$ cat src/rtl/mycpu_pkg.sv
// Shared constants for the SRAM arbiter slice: response-owner encoding and SRAM timing.
package mycpu_pkg;

    localparam logic [1:0] OWN_NONE = 2'd0;
    localparam logic [1:0] OWN_INST = 2'd1;
    localparam logic [1:0] OWN_DATA = 2'd2;

    localparam int SRAM_LATENCY = 1;

    localparam int STARVE_W = 4;

    function automatic logic [31:0] route_rdata(input logic [1:0] own,
                                                input logic [1:0] want,
                                                input logic       suppress,
                                                input logic [31:0] rdata);
        return ((own == want) && !suppress) ? rdata : 32'h0;
    endfunction

endpackage

$ cat src/rtl/mycpu_starve_ctr.sv
// Saturating starvation counter: counts data grants taken while fetch waits, cleared when fetch wins.
module mycpu_starve_ctr
    import mycpu_pkg::*;
#(
    parameter int LIMIT = 4
) (
    input  logic                clk,
    input  logic                rst,
    input  logic                inc,
    input  logic                clr,
    output logic [STARVE_W-1:0] cnt,
    output logic                at_limit
);

    localparam logic [STARVE_W-1:0] LIMIT_V = STARVE_W'(LIMIT);

    assign at_limit = (cnt == LIMIT_V);

    always_ff @(posedge clk or posedge rst) begin
        if (rst) begin
            cnt <= '0;
        end else if (clr) begin
            cnt <= '0;
        end else if (inc && !at_limit) begin
            cnt <= cnt + 1'b1;
        end
    end

endmodule

$ cat src/rtl/mycpu_sram_arbiter.sv
// Single-port SRAM arbiter between instruction fetch and MEM-stage data accesses,
// data-priority with a starvation override, routing 1-cycle responses to their issuer.
//
// resp_own | meaning
// ---------+------------------------------------------------
// NONE     | no access granted last cycle, no response due
// INST     | last cycle granted fetch, sram_rdata is for IF
// DATA     | last cycle granted data, rdata/ack is for MEM
module mycpu_sram_arbiter
    import mycpu_pkg::*;
#(
    parameter int STARVE_LIMIT = 4
) (
    input  logic        clk,
    input  logic        rst,

    input  logic        inst_req,
    input  logic [31:0] inst_addr,
    output logic        inst_gnt,
    output logic        inst_rvalid,
    output logic [31:0] inst_rdata,

    input  logic        data_req,
    input  logic        data_wr,
    input  logic [3:0]  data_wstrb,
    input  logic [31:0] data_addr,
    input  logic [31:0] data_wdata,
    output logic        data_gnt,
    output logic        data_rvalid,
    output logic [31:0] data_rdata,

    output logic        sram_en,
    output logic [3:0]  sram_wen,
    output logic [31:0] sram_addr,
    output logic [31:0] sram_wdata,
    input  logic [31:0] sram_rdata
);

    logic [STARVE_W-1:0] starve_cnt;
    logic                starve_hit;
    logic                force_inst;
    logic [1:0]          resp_own;
    logic                resp_is_store;
    logic [1:0]          own_next;

    assign force_inst = starve_hit & inst_req;
    assign data_gnt   = data_req & ~force_inst;
    assign inst_gnt   = inst_req & ~data_gnt;

    mycpu_starve_ctr #(
        .LIMIT (STARVE_LIMIT)
    ) u_starve_ctr (
        .clk      (clk),
        .rst      (rst),
        .inc      (data_gnt & inst_req),
        .clr      (inst_gnt),
        .cnt      (starve_cnt),
        .at_limit (starve_hit)
    );

    always_comb begin
        sram_en    = inst_gnt | data_gnt;
        sram_wen   = 4'b0;
        sram_addr  = 32'h0;
        sram_wdata = 32'h0;
        own_next   = OWN_NONE;
        if (data_gnt) begin
            sram_addr  = data_addr;
            sram_wdata = data_wdata;
            sram_wen   = data_wr ? data_wstrb : 4'b0;
            own_next   = OWN_DATA;
        end else if (inst_gnt) begin
            sram_addr  = inst_addr;
            own_next   = OWN_INST;
        end
    end

    // Reloaded every cycle so back-to-back grants need no bubble.
    always_ff @(posedge clk or posedge rst) begin
        if (rst) begin
            resp_own      <= OWN_NONE;
            resp_is_store <= 1'b0;
        end else begin
            resp_own      <= own_next;
            resp_is_store <= data_gnt & data_wr;
        end
    end

    assign inst_rvalid = (resp_own == OWN_INST);
    assign data_rvalid = (resp_own == OWN_DATA);
    assign inst_rdata  = route_rdata(resp_own, OWN_INST, 1'b0, sram_rdata);
    assign data_rdata  = route_rdata(resp_own, OWN_DATA, resp_is_store, sram_rdata);

endmodule

$ cat config.mk
export PLATFORM = sky130hd
export DESIGN_NAME = mycpu_sram_arbiter
export DESIGN_NICKNAME = d
export VERILOG_FILES = /design/src/rtl/mycpu_pkg.sv /design/src/rtl/mycpu_starve_ctr.sv /design/src/rtl/mycpu_sram_arbiter.sv
export SDC_FILE = /design/constraint.sdc
export NUM_CORES = 1
export LEC_CHECK = 0
export BUFFER_PORTS_ARGS = -buffer_cell sky130_fd_sc_hd__buf_2
export CORE_AREA = 3 3 106 108
export CTS_CLUSTER_DIAMETER = 50
export DETAILED_ROUTE_END_ITERATION = 16
export DIE_AREA = 0 0 109 111
export SYNTH_ARGS = -nofsm -noshare
export SYNTH_HDL_FRONTEND = slang
export SYNTH_SLANG_ARGS = --single-unit
$ cat constraint.sdc
create_clock -name clk -period 2.9 [get_ports clk]
set_input_delay 0.145 -clock clk [delete_from_list [all_inputs] [get_ports clk]]
set_output_delay 0.145 -clock clk [all_outputs]
set_load 0.005 [all_outputs]
==> impl_metrics.xml <==
<?xml version="1.0" encoding="UTF-8"?>
<metrics>
  <group name="clock_tree">
    <metric name="inserted_clock_buffers" unit="">3</metric>
    <metric name="cts_root_buffer" unit="">clkbuf_8</metric>
    <metric name="clock_sinks" unit="">7</metric>
    <metric name="clk_path_buf_depth" unit="">2</metric>
    <metric name="worst_skew_pair.late_latency" unit="ns">0.23</metric>
    <metric name="cts.repair.resized" unit="">0</metric>
    <metric name="clkTransAtPathRegs" unit="ns">0.04</metric>
    <metric name="cts.repair_timing.setup_buffer_count" unit="">0</metric>
    <metric name="cts_hold_buf" unit="">1</metric>
    <metric name="tritoncts_clock_tree" unit="">yes</metric>
    <metric name="htree_num_levels" unit="">1</metric>
  </group>
  <group name="grt">
    <metric name="grt-ovfl-total" unit="">0</metric>
    <metric name="vias_in_the_first_global_route" unit="">2188</metric>
    <metric name="global_route.usage.total" unit="%">11.5</metric>
    <metric name="grt_start_max_net_pins" unit="">43</metric>
    <metric name="wire_length_of_the_first_global_routing_pass" unit="mm">11.1</metric>
    <metric name="antenna_found_initial" unit="">0</metric>
  </group>
  <group name="pwr">
    <metric name="finalPower" unit="uW">767</metric>
    <metric name="clock_power_share" unit="%">18.4</metric>
    <metric name="combPwrFrac" unit="%">64.6</metric>
    <metric name="pleak" unit="nW">2.16</metric>
    <metric name="power_density" unit="mW/mm^2">241</metric>
    <metric name="cellInternalPower" unit="uW">482</metric>
    <metric name="irDropWorstVdd" unit="mV">0.121</metric>
    <metric name="switching_share" unit="%">37.2</metric>
    <metric name="total_switching_power" unit="uW">285</metric>
    <metric name="seq_power_share" unit="%">17.0</metric>
  </group>
  <group name="hold_path">
    <metric name="worst_hold_path_class" unit="">in -&gt; reg</metric>
  </group>
  <group name="timing">
    <metric name="worst_hold_slack" unit="ns">0.204</metric>
    <metric name="fin_tns_setup" unit="ns">0</metric>
    <metric name="timing.final.hold_violations" unit="">0</metric>
    <metric name="post-route-min-period" unit="ns">2.20</metric>
    <metric name="slew-limit-headroom" unit="%">54.3</metric>
    <metric name="rsz0062_at_grt" unit="">no</metric>
    <metric name="fmax" unit="MHz">455</metric>
    <metric name="tightest_slew" unit="ns">0.685</metric>
    <metric name="timing.clock.skew" unit="ns">0.00100</metric>
    <metric name="drv_slew" unit="">0</metric>
    <metric name="final-setup-viol-count" unit="">0</metric>
    <metric name="period_share" unit="%">75.8</metric>
  </group>
  <group name="worst_setup_path">
    <metric name="rrSetupSlack" unit="ns">1.02</metric>
    <metric name="timing.rr.start" unit="">u_starve_ctr.cnt[0]</metric>
    <metric name="critPathRequiredTime" unit="ns">2.76</metric>
    <metric name="worstSetupEndpoint" unit="">sram_wen[0]</metric>
    <metric name="worst_r2r_path_depth" unit="">6</metric>
    <metric name="critPathTopFamily" unit="">buffers and inverters</metric>
    <metric name="reg2reg_to" unit="">u_starve_ctr.cnt[2]</metric>
    <metric name="worstPathBufferInverterCount" unit="">3</metric>
    <metric name="startpoint_type" unit="">register</metric>
    <metric name="cp.depth" unit="">7</metric>
    <metric name="cp_cell_sequence" unit="">inv_1, ha_1, nand2_1, o21ai_4, inv_2, and3_1, buf_2</metric>
    <metric name="worstSetupPathType" unit="">reg -&gt; out</metric>
    <metric name="cp-end-kind" unit="">primary output</metric>
    <metric name="worst-path-max-fanout" unit="">42</metric>
    <metric name="worst_path_arrival" unit="ns">2.05</metric>
    <metric name="cp_slowest_stage_delay" unit="ns">0.40</metric>
    <metric name="worst_path_max_delay_cell" unit="">dfrtp_1</metric>
    <metric name="setup.worst_path.start" unit="">u_starve_ctr.cnt[0]</metric>
  </group>
  <group name="placed_design">
    <metric name="dp.cells" unit="">645</metric>
    <metric name="place_hpwl" unit="mm">6.78</metric>
    <metric name="place.gp.congestion" unit="">0.790</metric>
    <metric name="port_buffers" unit="">273</metric>
  </group>
  <group name="synth">
    <metric name="synthDistinctLibCells" unit="">23</metric>
    <metric name="synthesis.yosys.warnings" unit="">0</metric>
    <metric name="cells_after_synth" unit="">251</metric>
    <metric name="synth_area" unit="sq mm">0.00165</metric>
    <metric name="mean_area_per_synthesized_cell" unit="sq um">6.59</metric>
    <metric name="synthesis.nets" unit="">390</metric>
    <metric name="yosysSeqAreaShare" unit="%">10.6</metric>
    <metric name="ys_seq_elements" unit="">7</metric>
  </group>
  <group name="detailed_routing">
    <metric name="wl_met1" unit="mm">2.99</metric>
    <metric name="post_drt_wl_per_cell" unit="um">11.9</metric>
    <metric name="wl_met3" unit="um">881</metric>
    <metric name="detail-route-antenna-nets" unit="">0</metric>
    <metric name="drc_violations_left" unit="">0</metric>
    <metric name="postRouteWirelength" unit="mm">7.72</metric>
    <metric name="top_signal_layer_used" unit="">met4</metric>
    <metric name="drt_first_pass_iters" unit="">4</metric>
    <metric name="num_vias" unit="">2435</metric>
    <metric name="met2WireLength" unit="mm">3.82</metric>
    <metric name="drt_iter0_markers" unit="">113</metric>
    <metric name="routed_via_density" unit="">3.75</metric>
  </group>
  <group name="cells_and_area">
    <metric name="num_antenna_cells" unit="">0</metric>
    <metric name="fin_util" unit="%">30.8</metric>
    <metric name="most_frequent_cells_in_the_layout" unit="">buf_2 (273), and2_1 (97), nand2_1 (37)</metric>
    <metric name="most_common_cell_after_layout_fill_and_taps_aside" unit="">buf_2</metric>
    <metric name="finish.cell_count_without_fillers" unit="">650</metric>
    <metric name="drive_gt1_share" unit="%">55.1</metric>
    <metric name="syn2layout_area_growth" unit="%">92.2</metric>
    <metric name="final_net_count" unit="">654</metric>
  </group>
  <group name="floorplan">
    <metric name="std_cell_rows" unit="">37</metric>
    <metric name="boundary_pin_count" unit="">274</metric>
    <metric name="floorplan.initialDensity" unit="%">16.0</metric>
    <metric name="design.core.area" unit="sq mm">0.0103</metric>
    <metric name="floorplan.die.height" unit="um">111</metric>
    <metric name="die-area" unit="sq mm">0.0121</metric>
    <metric name="die_width" unit="um">109</metric>
  </group>
  <group name="flow_run">
    <metric name="maximum_capacitance_violations" unit="">0</metric>
  </group>
  <group name="outcome">
    <metric name="run_status" unit="">completed</metric>
  </group>
</metrics>
## stage by stage
stage | area (sq um) | setup slack, ns
after floorplan | 1650 | 1.41
after global placement | 3120 | 0.941
after detailed placement | 3120 | 0.902
after CTS | 3180 | 0.650
after global routing | 3180 | 0.511
final | 3180 | 0.702
## synth_stat cells, drive strengths merged
master	instances	area, sq um
and2	97	607
inv	37	139
nand2	37	139
mux2i	32	320
buf	9	75.1
clkbuf	9	33.8
dfrtp	7	175
and3	5	31.3
nor2b	3	18.8
a221o	2	20.0
ha	2	25.0
nor2	2	7.51
nor3	2	10.0
o21ai	2	13.8
and2b	1	7.51
nand2b	1	13.8
nand3	1	5.00
o22ai	1	6.26
or2	1	6.26
## flip-flops by register name, indices dropped and copies added (netlist names)
name              count
resp_is_store         1
resp_own              2
u_starve_ctr.cnt      4
## routing by layer
| metal | GRT usage (%) | vias to the layer above |
|---|---|---|
| met5 | 0 | - |
| met4 | 1.52 | 0 |
| met3 | 3.09 | 2 |
| met2 | 21.4 | 161 |
| met1 | 13.2 | 993 |
| li1 | - | 1279 |
## how the worst min path moves through the flow
stage            start            end  cells past startpoint
2_1_floorplan      rst  resp_is_store                      1
3_3_place_gp       rst    resp_own[1]                      2
3_5_place_dp       rst    resp_own[1]                      2
4_1_cts        data_wr  resp_is_store                      2
5_1_grt        data_wr  resp_is_store                      2
6_report       data_wr  resp_is_store                      2
## kinds of logic (layout without fill, tap and decap cells)
group / count (synthesis) / in the layout / synth area share (%)
AND/OR/NAND/NOR: 150 / 150 / 51.1
buffers and inverters: 55 / 318 / 15.0
multiplexers: 32 / 32 / 19.4
flip-flops: 7 / 7 / 10.6
AO/OA/AOI/OAI: 5 / 5 / 2.42
adder cells (fa/ha/maj): 2 / 2 / 1.51
## final cells by class
type,count,area (sq um)
well taps,136,170
flip-flops and latches,7,175
multi-input cells,189,1240
inverters,37,139
repair buffers,277,1410
fillers,1189,7140
clock buffers,4,45.0
## power groups by stage
stage          clock network [mW]  logic (mW)  registers, mW
2_1_floorplan                   0       0.259          0.127
3_3_place_gp                    0       0.504          0.131
3_5_place_dp                    0       0.503          0.130
4_1_cts                     0.147       0.506          0.130
5_1_grt                     0.157       0.560          0.133
6_report                    0.141       0.496          0.130
## worst register-to-register path, stage by stage (launching register included)
cell and delay [ns]:
dfrtp_1 0.40, inv_1 0.09, ha_1 0.17, nand2_1 0.09, o21ai_4 0.35, inv_2 0.31
a221o_1 0.36
Note: power is estimated with default switching activity, not from simulation.
